==> config.mk <==
export PLATFORM = sky130hd
export DESIGN_NAME = cpc_io_fifo_bridge_flat
export DESIGN_NICKNAME = d
export VERILOG_FILES = /design/src/rtl/cpc_io_fifo_bridge_if.sv /design/src/rtl/cpc_io_fifo_bridge.sv /design/src/flat_wrapper.sv
export SDC_FILE = /design/constraint.sdc
export NUM_CORES = 1
export LEC_CHECK = 0
export ABC_AREA = 1
export CORE_MARGIN = 2
export CORE_UTILIZATION = 45
export DETAILED_ROUTE_END_ITERATION = 16
export PLACE_DENSITY_LB_ADDON = 0.3
export SLEW_MARGIN = 5
export SYNTH_ARGS = -nofsm -noshare
export SYNTH_HDL_FRONTEND = slang
export SYNTH_SLANG_ARGS = --single-unit
export TNS_END_PERCENT = 1
==> constraint.sdc <==
create_clock -name i_CLK -period 2.8 [get_ports i_CLK]
set_input_delay 0.42 -clock i_CLK [delete_from_list [all_inputs] [get_ports i_CLK]]
set_output_delay 0.42 -clock i_CLK [all_outputs]
set_load 0.01 [all_outputs]
==> src/rtl/cpc_io_fifo_bridge_if.sv <==
// CPC expansion-port and ATMega-side signal bundle for cpc_io_fifo_bridge.
// slave is the bridge's view; master is the view of whatever drives it.
interface cpc_io_fifo_bridge_if #(
  parameter int unsigned NUM_CH     = 3,
  parameter int unsigned FIFO_DEPTH = 16
);
  logic                          i_IORQ;
  logic                          i_RD;
  logic                          i_WR;
  logic [15:0]                   iADR;
  logic [7:0]                    iCPC_DATA;
  logic [7:0]                    oCPC_DATA;
  logic                          oCPC_DATA_OE;
  logic [NUM_CH-1:0]             i_CH_ENABLE;
  logic                          oAVR_VALID;
  logic [7:0]                    oAVR_DATA;
  logic [2:0]                    oAVR_CH;
  logic                          i_AVR_READY;
  logic                          i_REPLY_WE;
  logic [2:0]                    i_REPLY_CH;
  logic [7:0]                    i_REPLY_DATA;
  logic [NUM_CH-1:0]             oREPLY_PENDING;
  logic                          oOVERFLOW;
  logic                          i_OVF_CLR;
  logic [$clog2(FIFO_DEPTH):0]   oFIFO_LEVEL;

  modport slave (
    input  i_IORQ, i_RD, i_WR, iADR, iCPC_DATA, i_CH_ENABLE, i_AVR_READY,
           i_REPLY_WE, i_REPLY_CH, i_REPLY_DATA, i_OVF_CLR,
    output oCPC_DATA, oCPC_DATA_OE, oAVR_VALID, oAVR_DATA, oAVR_CH,
           oREPLY_PENDING, oOVERFLOW, oFIFO_LEVEL
  );

  modport master (
    output i_IORQ, i_RD, i_WR, iADR, iCPC_DATA, i_CH_ENABLE, i_AVR_READY,
           i_REPLY_WE, i_REPLY_CH, i_REPLY_DATA, i_OVF_CLR,
    input  oCPC_DATA, oCPC_DATA_OE, oAVR_VALID, oAVR_DATA, oAVR_CH,
           oREPLY_PENDING, oOVERFLOW, oFIFO_LEVEL
  );
endinterface

==> src/rtl/cpc_io_fifo_bridge.sv <==
// CPC I/O bridge: decoded OUT writes queue in a tagged FIFO for the ATMega, IN reads return
// per-channel reply bytes. Define CPC_STATUS_READ_EN to expose a status byte at STATUS_ADR.
module cpc_io_fifo_bridge #(
  parameter int unsigned          NUM_CH      = 3,
  parameter logic [NUM_CH*16-1:0] ADR_TABLE   = {16'hFBFE, 16'hFAEE, 16'hFBEE},
  parameter int unsigned          FIFO_DEPTH  = 16,
  parameter int unsigned          SYNC_STAGES = 2,
  parameter logic [15:0]          STATUS_ADR  = 16'hFBEF
) (
  input logic                 i_CLK,
  input logic                 i_RESET,
  cpc_io_fifo_bridge_if.slave bus
);
  localparam int unsigned AW = $clog2(FIFO_DEPTH);
  localparam int unsigned PW = AW + 1;

  logic [SYNC_STAGES-1:0] iorq_sync_q, rd_sync_q, wr_sync_q, settle_q;
  logic                   wr_arm_q, rd_arm_q, wr_prev_q;
  logic                   wr_s, rd_s, rd_act, wr_rise, settled;

  logic                   hit;
  logic [2:0]             hit_ch;

  logic [10:0]            mem_q [FIFO_DEPTH];
  logic [PW-1:0]          wr_ptr_q, wr_ptr_d, rd_ptr_q, rd_ptr_d, level;
  logic                   head_valid_q, head_valid_d;
  logic [10:0]            head_q, head_d, push_entry;
  logic                   full, pop, push_req, push, drop;
  logic                   ovf_q, ovf_d;

  logic                   oe_q, oe_d, rd_hit_q, rd_hit_d, read_end;
  logic [7:0]             data_q, data_d, reply_byte, status_byte;
  logic                   status_hit;
  logic [2:0]             rd_ch_q;
  logic [7:0]             reply_q [NUM_CH];
  logic [7:0]             reply_d [NUM_CH];
  logic [NUM_CH-1:0]      pend_q, pend_d;

  assign settled = settle_q[SYNC_STAGES-1];
  assign wr_s    = ~iorq_sync_q[SYNC_STAGES-1] & ~wr_sync_q[SYNC_STAGES-1];
  assign rd_s    = ~iorq_sync_q[SYNC_STAGES-1] & ~rd_sync_q[SYNC_STAGES-1];
  // Arming only after a genuinely sampled idle strobe blocks strobes held across reset.
  assign wr_rise = wr_s & ~wr_prev_q & wr_arm_q;
  assign rd_act  = rd_s & rd_arm_q;

  always_ff @(posedge i_CLK) begin
    if (i_RESET) begin
      iorq_sync_q <= '1;
      rd_sync_q   <= '1;
      wr_sync_q   <= '1;
      settle_q    <= '0;
      wr_arm_q    <= 1'b0;
      rd_arm_q    <= 1'b0;
      wr_prev_q   <= 1'b0;
    end else begin
      iorq_sync_q <= {iorq_sync_q[SYNC_STAGES-2:0], bus.i_IORQ};
      rd_sync_q   <= {rd_sync_q[SYNC_STAGES-2:0], bus.i_RD};
      wr_sync_q   <= {wr_sync_q[SYNC_STAGES-2:0], bus.i_WR};
      settle_q    <= {settle_q[SYNC_STAGES-2:0], 1'b1};
      wr_prev_q   <= wr_s;
      if (settled && !wr_s) wr_arm_q <= 1'b1;
      if (settled && !rd_s) rd_arm_q <= 1'b1;
    end
  end

  // Walk downwards so the lowest matching channel is the one left standing.
  always_comb begin
    hit    = 1'b0;
    hit_ch = 3'd0;
    for (int i = int'(NUM_CH) - 1; i >= 0; i--) begin
      if (bus.iADR == ADR_TABLE[i*16 +: 16] && bus.i_CH_ENABLE[i]) begin
        hit    = 1'b1;
        hit_ch = 3'(i);
      end
    end
  end

  assign push_entry = {hit_ch, bus.iCPC_DATA};
  assign level      = wr_ptr_q - rd_ptr_q;

  always_comb begin
    full         = (wr_ptr_q[AW] != rd_ptr_q[AW]) && (wr_ptr_q[AW-1:0] == rd_ptr_q[AW-1:0]);
    pop          = head_valid_q & bus.i_AVR_READY;
    push_req     = wr_rise & hit;
    push         = push_req & (~full | pop);
    drop         = push_req & full & ~pop;
    wr_ptr_d     = wr_ptr_q + PW'(push);
    rd_ptr_d     = rd_ptr_q + PW'(pop);
    head_valid_d = (wr_ptr_d != rd_ptr_d);
    head_d       = '0;
    // A push landing in the slot that becomes the head bypasses the memory.
    if (head_valid_d) begin
      head_d = (push && wr_ptr_q[AW-1:0] == rd_ptr_d[AW-1:0]) ? push_entry
                                                             : mem_q[rd_ptr_d[AW-1:0]];
    end
    ovf_d = (ovf_q & ~bus.i_OVF_CLR) | drop;
  end

  always_ff @(posedge i_CLK) begin
    if (push) mem_q[wr_ptr_q[AW-1:0]] <= push_entry;
  end

`ifdef CPC_STATUS_READ_EN
  logic [4:0] level5;
  assign level5      = 5'(level);
  assign status_hit  = rd_act & (bus.iADR == STATUS_ADR);
  assign status_byte = {ovf_q, full, (level == '0), level5};
`else
  assign status_hit  = 1'b0;
  assign status_byte = 8'h00;
`endif

  always_comb begin
    rd_hit_d   = rd_act & hit;
    reply_byte = 8'h00;
    for (int i = 0; i < int'(NUM_CH); i++) begin
      if (hit_ch == 3'(i)) reply_byte = reply_q[i];
    end
    oe_d   = rd_hit_d | status_hit;
    data_d = 8'h00;
    if (rd_hit_d)        data_d = reply_byte;
    else if (status_hit) data_d = status_byte;
    read_end = rd_hit_q & ~rd_act;
    reply_d  = reply_q;
    pend_d   = pend_q;
    // Clear before set so a load in the read-end cycle keeps the channel pending.
    for (int i = 0; i < int'(NUM_CH); i++) begin
      if (read_end && rd_ch_q == 3'(i)) pend_d[i] = 1'b0;
      if (bus.i_REPLY_WE && bus.i_REPLY_CH == 3'(i)) begin
        reply_d[i] = bus.i_REPLY_DATA;
        pend_d[i]  = 1'b1;
      end
    end
  end

  always_ff @(posedge i_CLK) begin
    if (i_RESET) begin
      wr_ptr_q     <= '0;
      rd_ptr_q     <= '0;
      head_valid_q <= 1'b0;
      head_q       <= '0;
      ovf_q        <= 1'b0;
      oe_q         <= 1'b0;
      data_q       <= 8'h00;
      rd_hit_q     <= 1'b0;
      rd_ch_q      <= 3'd0;
      reply_q      <= '{default: 8'hFF};
      pend_q       <= '0;
    end else begin
      wr_ptr_q     <= wr_ptr_d;
      rd_ptr_q     <= rd_ptr_d;
      head_valid_q <= head_valid_d;
      head_q       <= head_d;
      ovf_q        <= ovf_d;
      oe_q         <= oe_d;
      data_q       <= data_d;
      rd_hit_q     <= rd_hit_d;
      if (rd_hit_d) rd_ch_q <= hit_ch;
      reply_q      <= reply_d;
      pend_q       <= pend_d;
    end
  end

  assign bus.oCPC_DATA      = data_q;
  assign bus.oCPC_DATA_OE   = oe_q;
  assign bus.oAVR_VALID     = head_valid_q;
  assign bus.oAVR_DATA      = head_q[7:0];
  assign bus.oAVR_CH        = head_q[10:8];
  assign bus.oREPLY_PENDING = pend_q;
  assign bus.oOVERFLOW      = ovf_q;
  assign bus.oFIFO_LEVEL    = level;
endmodule

==> src/flat_wrapper.sv <==
// flat-port wrapper written by rule: the top's interface ports become plain ports
module cpc_io_fifo_bridge_flat 
#(
  parameter int unsigned          NUM_CH      = 3,
  parameter logic [NUM_CH*16-1:0] ADR_TABLE   = {16'hFBFE, 16'hFAEE, 16'hFBEE},
  parameter int unsigned          FIFO_DEPTH  = 16,
  parameter int unsigned          SYNC_STAGES = 2,
  parameter logic [15:0]          STATUS_ADR  = 16'hFBEF
)
  (i_CLK, i_RESET, bus_i_IORQ, bus_i_RD, bus_i_WR, bus_iADR, bus_iCPC_DATA, bus_i_CH_ENABLE, bus_i_AVR_READY, bus_i_REPLY_WE, bus_i_REPLY_CH, bus_i_REPLY_DATA, bus_i_OVF_CLR, bus_oCPC_DATA, bus_oCPC_DATA_OE, bus_oAVR_VALID, bus_oAVR_DATA, bus_oAVR_CH, bus_oREPLY_PENDING, bus_oOVERFLOW, bus_oFIFO_LEVEL);
  cpc_io_fifo_bridge_if #(.NUM_CH(NUM_CH), .FIFO_DEPTH(FIFO_DEPTH)) bus_i ();
  input logic i_CLK;
  input logic i_RESET;
  input wire logic [$bits(bus_i.i_IORQ)-1:0] bus_i_IORQ;
  input wire logic [$bits(bus_i.i_RD)-1:0] bus_i_RD;
  input wire logic [$bits(bus_i.i_WR)-1:0] bus_i_WR;
  input wire logic [$bits(bus_i.iADR)-1:0] bus_iADR;
  input wire logic [$bits(bus_i.iCPC_DATA)-1:0] bus_iCPC_DATA;
  input wire logic [$bits(bus_i.i_CH_ENABLE)-1:0] bus_i_CH_ENABLE;
  input wire logic [$bits(bus_i.i_AVR_READY)-1:0] bus_i_AVR_READY;
  input wire logic [$bits(bus_i.i_REPLY_WE)-1:0] bus_i_REPLY_WE;
  input wire logic [$bits(bus_i.i_REPLY_CH)-1:0] bus_i_REPLY_CH;
  input wire logic [$bits(bus_i.i_REPLY_DATA)-1:0] bus_i_REPLY_DATA;
  input wire logic [$bits(bus_i.i_OVF_CLR)-1:0] bus_i_OVF_CLR;
  output wire logic [$bits(bus_i.oCPC_DATA)-1:0] bus_oCPC_DATA;
  output wire logic [$bits(bus_i.oCPC_DATA_OE)-1:0] bus_oCPC_DATA_OE;
  output wire logic [$bits(bus_i.oAVR_VALID)-1:0] bus_oAVR_VALID;
  output wire logic [$bits(bus_i.oAVR_DATA)-1:0] bus_oAVR_DATA;
  output wire logic [$bits(bus_i.oAVR_CH)-1:0] bus_oAVR_CH;
  output wire logic [$bits(bus_i.oREPLY_PENDING)-1:0] bus_oREPLY_PENDING;
  output wire logic [$bits(bus_i.oOVERFLOW)-1:0] bus_oOVERFLOW;
  output wire logic [$bits(bus_i.oFIFO_LEVEL)-1:0] bus_oFIFO_LEVEL;
  assign bus_i.i_IORQ = bus_i_IORQ;
  assign bus_i.i_RD = bus_i_RD;
  assign bus_i.i_WR = bus_i_WR;
  assign bus_i.iADR = bus_iADR;
  assign bus_i.iCPC_DATA = bus_iCPC_DATA;
  assign bus_i.i_CH_ENABLE = bus_i_CH_ENABLE;
  assign bus_i.i_AVR_READY = bus_i_AVR_READY;
  assign bus_i.i_REPLY_WE = bus_i_REPLY_WE;
  assign bus_i.i_REPLY_CH = bus_i_REPLY_CH;
  assign bus_i.i_REPLY_DATA = bus_i_REPLY_DATA;
  assign bus_i.i_OVF_CLR = bus_i_OVF_CLR;
  assign bus_oCPC_DATA = bus_i.oCPC_DATA;
  assign bus_oCPC_DATA_OE = bus_i.oCPC_DATA_OE;
  assign bus_oAVR_VALID = bus_i.oAVR_VALID;
  assign bus_oAVR_DATA = bus_i.oAVR_DATA;
  assign bus_oAVR_CH = bus_i.oAVR_CH;
  assign bus_oREPLY_PENDING = bus_i.oREPLY_PENDING;
  assign bus_oOVERFLOW = bus_i.oOVERFLOW;
  assign bus_oFIFO_LEVEL = bus_i.oFIFO_LEVEL;
  cpc_io_fifo_bridge #(.NUM_CH(NUM_CH), .ADR_TABLE(ADR_TABLE), .FIFO_DEPTH(FIFO_DEPTH), .SYNC_STAGES(SYNC_STAGES), .STATUS_ADR(STATUS_ADR)) u_core (.i_CLK(i_CLK), .i_RESET(i_RESET), .bus(bus_i));
endmodule
==> results of run 1 <==
[layout by cell type, fill, tap and decap left out, types with 2 or more instances in the layout]
master,instances
a21oi_1,18
nand3_1,65
dfxtp_1,68
clkinv_1,12
o21ai_1,3
nor2_2,10
ha_4,5
nand3_2,3
dfxtp_2,3
nand2_1,139
xor2_1,3
or2_2,7
nand2_2,6
bufinv_16,3
nand4_1,5
clkbuf_1,2
nor3_1,9
nor2_4,3
xnor2_1,2
edfxtp_1,160
nor2_1,186
o211ai_1,46
buf_4,56
o21ai_0,85
buf_12,6
clkbuf_16,25
inv_2,13
clkinv_2,9
clkdlybuf4s50_1,73
o21bai_1,2
inv_1,46
ha_2,3
[power by group through the flow]
stage / Sequential [W] / Clock (W) / Combinational (W)
6_report: 0.00367 / 0.00323 / 0.000171
5_1_grt: 0.00367 / 0.00341 / 0.000190
4_1_cts: 0.00367 / 0.00329 / 0.000172
3_5_place_dp: 0.00374 / 0 / 0.000171
3_3_place_gp: 0.00374 / 0 / 0.000169
2_1_floorplan: 0.00374 / 0 / 0.0000530
[metrics by stage]
stage          setup slack (ps)  instance area, um2
2_1_floorplan               239                9590
3_3_place_gp               -220               11000
3_5_place_dp               -298               11000
4_1_cts                    72.5               11800
5_1_grt                   -15.2               11900
6_report                   79.2               11900
[area by class of cell]
cell class / instances / share of cell area (%)
Tap cell: 275 / 2.88
Clock buffer: 28 / 5.42
Sequential cell: 231 / 52.2
Timing Repair Buffer: 136 / 10.7
Clock inverter: 17 / 1.32
Multi-Input combinational cell: 606 / 25.2
Inverter: 68 / 2.16
[cell families after synthesis]
logic type,count (synthesis),synth area share (%)
AOI/OAI and AO/OA,155,9.36
xor gates and xnor gates,5,0.457
adders and majority gates,9,1.25
buffers and inverters,110,4.63
DFF,231,64.9
other,1,0.0391
and+or+nand+nor,436,19.3
[repair_timing]
action | in CTS | in global routing
resized for setup | 2 | 21
pin swaps | 0 | 4
endpoints found under the setup margin | 1 | 12
buffers inserted | 0 | 1
[sequential cells by signal (all words and copies together), names as in the netlist, 2 cells and up]
| register | count |
|---|---|
| u_core.bus.oCPC_DATA | 8 |
| u_core.rd_sync_q | 2 |
| u_core.reply_q | 24 |
| u_core.head_q | 10 |
| u_core.bus.oREPLY_PENDING | 3 |
| u_core.rd_ch_q | 2 |
| u_core.settle_q | 2 |
| u_core.wr_sync_q | 2 |
| u_core.mem_q | 160 |
| u_core.wr_ptr_q | 5 |
| u_core.iorq_sync_q | 2 |
| u_core.rd_ptr_q | 5 |
[critical path, delay by kind of cell (launching register included)]
kind,cells,cell delay [ps]
buffers and inverters,3,810
adders and majority gates,1,420
DFF,1,380
xor gates and xnor gates,1,170
[path summary, 6_finish.rpt]
kind	slack, ps	cells past startpoint	startpoint	to
worst max-delay path	80	5	u_core.wr_ptr_q[1]	bus_oFIFO_LEVEL[2]
worst min-delay path	400	2	u_core.settle_q[0]	u_core.settle_q[1]
worst max register to register	220	20	u_core.rd_ptr_q[1]	u_core.head_q[6]
worst min register to register	400	2	u_core.settle_q[0]	u_core.settle_q[1]
[layer usage]
layer	wire length, um	GRT usage (%)	vias to the layer above
met5	0	0	-
met1	10000	28.6	3428
met3	1540	3.69	39
met4	478	6.27	0
li1	-	-	3481
met2	10900	34.5	233
==> out/qor.yml, run 1 <==
status:
  status: "complete, no violations"
cells_and_area:
  drive_gt1_share_pct: 14.5
  antenna_cells: 0
  fin_util_pct: 56.9
  area_growth_pct: 24.4
  seqCellArea_um2: 6230
  multi_input_area_um2: 3010
  final_cells: 1361
  nFillCells: 1815
  num-nets-final: 1123
clock_network:
  cts_buffers: 25
  cts_root_buf: "clkbuf_16"
  clock_path_buffers: 3
  path_clk_slew_ps: 60
  clkLatencyLatePin_ps: 510
  cts_max_level: 1
  cts.sinks: 231
  cts_hold_buf: 0
  cts_tree: "done"
power:
  pwr_density_cell_nw_per_um2: 593
  switching_share_pct: 19.8
  power_frac_seq_pct: 51.9
  worst_ir_drop_vdd_v: 0.000380
  switchingPower_w: 0.00140
  p_comb_share_pct: 2.4
  finalPower_w: 0.00707
  p_int_w: 0.00567
  clkPwrFrac_pct: 45.7
  p_leak_nw: 4.51
placed_design:
  dp_hpwl_mm: 14.9
  dp.cells: 1315
  gp_congestion: 0.872
  io_buffers: 74
synth:
  synth-seq-area-share_pct: 64.9
  async_flop_share_pct: 0
  ys_types: 34
  synth.net_count: 1002
  synth_edf_count: 160
  synth_common_cells: "189 x nor2_1, 160 x edfxtp_1, 141 x nand2_1"
  post-synth-top-area-cell: "edfxtp_1"
  ys_warn_count: 0
  post-synth-top-count-cell: "nor2_1"
  yosys-top-cells-area: "edfxtp_1 50%, dfxtp_1 15%, nor2_1 7.4%"
  synth_top_area_share_pct: 50.1
  synth.avg_cell_area_um2: 10.1
  mappedNetlistArea_um2: 9590
  synthCells: 947
  ys.flop_type: "edfxtp_1"
  synth_seq_cells: 231
die:
  die_h_um: 150
  pin_count: 76
  die-area_um2: 22500
  die_x_um: 150
  rows: 53
  start_util_pct: 45.8
  core_area_um2: 21000
timing:
  setup_viol: 0
  hold_slack_ps: 400
  slew_violations: 0
  worstMarginPinSlew_ps: 775
  max_freq_mhz: 368
  finalSetupTns_ps: 0
  min_period_over_period_pct: 97.2
  skew_ps: 7.34
  hold_viol: 0
  layout_min_cycle_time_ps: 2720
  max_slew_margin_pct: 48.2
grt:
  grt_overflow: 0
  grt_max_degree: 41
  antenna_found_initial: 0
  grt_pass1_wl_mm: 36.9
  gr-usage-all-layers_pct: 21.0
  grt_pass1_vias: 7086
detailed_routing:
  drc: 0
  drt-total-wl_mm: 23.0
  ant_nets: 0
  wl_per_cell_um: 16.9
  dr.pass1.iters: 5
  vias_per_cell: 5.28
  drtIter0Drc: 524
  vias: 7181
run:
  cap_violations: 0
critical_path:
  critPathMaxFanout: 7
  critPathMaxStageDelay_ps: 560
  cp.required_ps: 2380
  cp.arrival_ps: 2300
  crit_slowest_cell: "clkdlybuf4s50_1"
  path_cells: "buf_4 -> inv_2 -> fa_1 -> xnor2_1 -> clkdlybuf4s50_1"
  crit_path_end_kind: "output port"
  crit_type: "register to output port"
  startpoint_type: "register"
min_path:
  hp-class: "register to register"
Power figures use the tool's default switching activity.
==> run 2: changes to the inputs <==
- CORE_UTILIZATION: 45 -> 58
==> run 2 against run 1 <==
Final cell count decreased by 3.5%. Clock skew up 9.9 ps. First-iteration DRC count up 74%. Hold slack about the same. Sequential power barely moved. Maximum frequency is 1.3% higher. Critical path depth up 16. Routed wire length rose by 4.1%. Combinational power is essentially flat. Clock power decreased by 13%.
==> out/qor.yml, run 2 (synthesis gave the netlist of run 1 again) <==
critical_path:
  r2r_start: "u_core.rd_ptr_q[3]"
  crit_path_end_kind: "register"
  critPathMaxFanout: 5
  reg2reg_slack_ps: 130
  cp.required_ps: 3200
  reg2regPathDepth: 20
  crit_top_cell: "nand2_1"
  path_delay_family: "simple AND/OR/NAND/NOR gates"
  crit_type: "primary input to register"
  critPathMaxStageDelay_ps: 460
  path_cells: "clkdlybuf4s50_1 -> nand2_1 -> nor2_4 -> nand2_1 -> nor2_2 -> nand3_2 -> nand3_2 -> nand2_2 -> nor2_4 -> ha_4 -> ha_4 -> nand2_1 -> nand2_1 -> nor2_1 -> nand3_1 -> nor2_1 -> nand3_1 -> nand2_2 -> clkinvlp_4 -> nand2_2 -> nor2_2"
  crit_slowest_cell: "clkdlybuf4s50_1"
  cp.arrival_ps: 3090
  r2r-end: "u_core.head_q[2]"
  startpoint_type: "primary input"
  critPathBufInv: 2
timing:
  layout_min_cycle_time_ps: 2690
  hold_viol: 0
  min_period_over_period_pct: 95.9
  skew_ps: 17.3
  setup_viol: 0
  layout_setup_ws_ps: 114
  worstMarginPinSlew_ps: 725
  slew_violations: 0
  max_freq_mhz: 372
  max_slew_margin_pct: 51.5
power:
  switchingPower_w: 0.00131
  p_comb_share_pct: 2.6
  clkPwrFrac_pct: 42.3
  switching_share_pct: 19.7
  p_int_w: 0.00534
  finalPower_w: 0.00665
  worst_ir_drop_vdd_v: 0.000427
  pwr_density_cell_nw_per_um2: 561
  power_frac_seq_pct: 55.1
  p_leak_nw: 4.49
grt:
  grt-busiest-layer: "met2"
  grtUsageMet2_pct: 45.4
  antenna_found_initial: 0
  gr-usage-all-layers_pct: 27.5
  grt_max_degree: 49
  grt_overflow: 0
  globalRouteMet3Util_pct: 5.82
  grt_util_met1_pct: 36.6
  grt_pass1_vias: 7046
  grt_pass1_wl_mm: 37.5
status:
  status: "complete, no violations"
detailed_routing:
  vias_per_cell: 5.59
  drtIter0Drc: 911
  drc: 0
  wl_per_cell_um: 18.2
  vias: 7346
  dr.pass1.iters: 5
  drt-total-wl_mm: 23.9
  ant_nets: 0
cells_and_area:
  final_cells: 1314
  final_common_cell: "nor2_1"
  layout_common_cells: "187 x nor2_1, 160 x edfxtp_1, 133 x nand2_1"
  antenna_cells: 0
  drive_gt1_share_pct: 15.2
  area_growth_pct: 23.5
  design_area_um2: 11800
  num-nets-final: 1134
  largest_reg_flops: 160
clock_network:
  path_clk_slew_ps: 60
  cts_root_buf: "clkbuf_16"
  cts_max_level: 1
  cts_tree: "done"
  cts_buffers: 23
  clock_path_buffers: 3
  clkLatencyLatePin_ps: 510
  cts.sinks: 231
min_path:
  hp-class: "register to register"
  holdCritStartpoint: "u_core.settle_q[0]"
  holdPathEnd: "u_core.settle_q[1]"
  holdPathStages: 2
run:
  cap_violations: 0
placed_design:
  place_ws_ps: -384
  dp_hpwl_mm: 15.7
  dp.cells: 1269
  place_area_um2: 11000
  gp_congestion: 0.913
  io_buffers: 74
die:
  die-area_um2: 17600
  die_x_um: 133
  start_util_pct: 58.7
  core_area_um2: 16300
  die_h_um: 133
  pin_count: 76
  rows: 47
-- run 2: cell count changes in the layout (fill, tap and decap cells not counted), sizes merged --
cell      previous run  this run
buf                 62        74
clkinv              21        14
bufinv               3         1
clkbuf              28        30
clkinvlp             1         3
inv                 60        61
-- run 2: power groups by stage --
| stage | Clock (W) | Sequential, W | Combinational, W |
|---|---|---|---|
| 2_1_floorplan | 0 | 0.00374 | 0.0000530 |
| 3_3_place_gp | 0 | 0.00374 | 0.000164 |
| 3_5_place_dp | 0 | 0.00374 | 0.000168 |
| 4_1_cts | 0.00285 | 0.00367 | 0.000169 |
| 5_1_grt | 0.00299 | 0.00367 | 0.000188 |
| 6_report | 0.00281 | 0.00367 | 0.000171 |
-- run 2: layout make-up --
| cell class | instances | area (um2) |
|---|---|---|
| clock buffer | 30 | 602 |
| clock inverter | 10 | 75.1 |
| fill | 1178 | 4510 |
| inverter | 68 | 258 |
| multi-input combinational | 606 | 3040 |
| sequential | 231 | 6230 |
| tap | 220 | 275 |
| timing repair buffer | 148 | 1360 |
| timing repair inverter | 1 | 7.51 |
-- run 2: stage by stage --
| step | TNS [ps] | utilization (%) | hold WS, ps |
|---|---|---|---|
| floorplan | 0 | - | 388 |
| global placement | -2340 | 67.3 | 392 |
| detailed placement | -3850 | 67.3 | 396 |
| CTS | 0 | 71.5 | 405 |
| global route | -424 | 72.4 | 425 |
| finish | 0 | 72.4 | 400 |
-- run 2: what timing repair did --
item,CTS,global route
buffers inserted,0,4
pin swaps,0,15
cloned,0,1
gates resized for setup,1,31
hold buffers,0,0
setup endpoints to repair,1,11
-- run 2: tightest hold or removal path: cells and delay by family (launching register included) --
kind	cells	cell delay, ps
flip-flops	1	290
buffers and inverters	1	40
AND/OR/NAND/NOR	1	30
-- run 2: per-layer routing --
metal / vias up / routed length (um)
met4: 0 / 611
li1: 3490 / -
met5: - / 0
met3: 45 / 2480
met1: 3433 / 9250
met2: 378 / 11600
-- run 2: how the worst max path moves through the flow --
stage | from | end | slack [ps] | cells after the start
final | bus_iADR[15] | u_core.head_q[2] | 110 | 21
after global routing | bus_iADR[15] | u_core.head_q[0] | -90 | 21
after CTS | u_core.rd_ptr_q[3] | u_core.head_q[5] | 4 | 20
after detailed placement | bus_iADR[12] | u_core.head_q[5] | -380 | 21
after global placement | bus_iADR[13] | u_core.head_q[7] | -230 | 21
after floorplan | u_core.rd_ptr_q[2] | u_core.head_q[0] | 240 | 20
==> run 3: changes to the inputs <==
- SKIP_LAST_GASP: not set -> 1
==> results of run 3 <==
The final DEF is identical to that of run 2; final timing and power are the same.
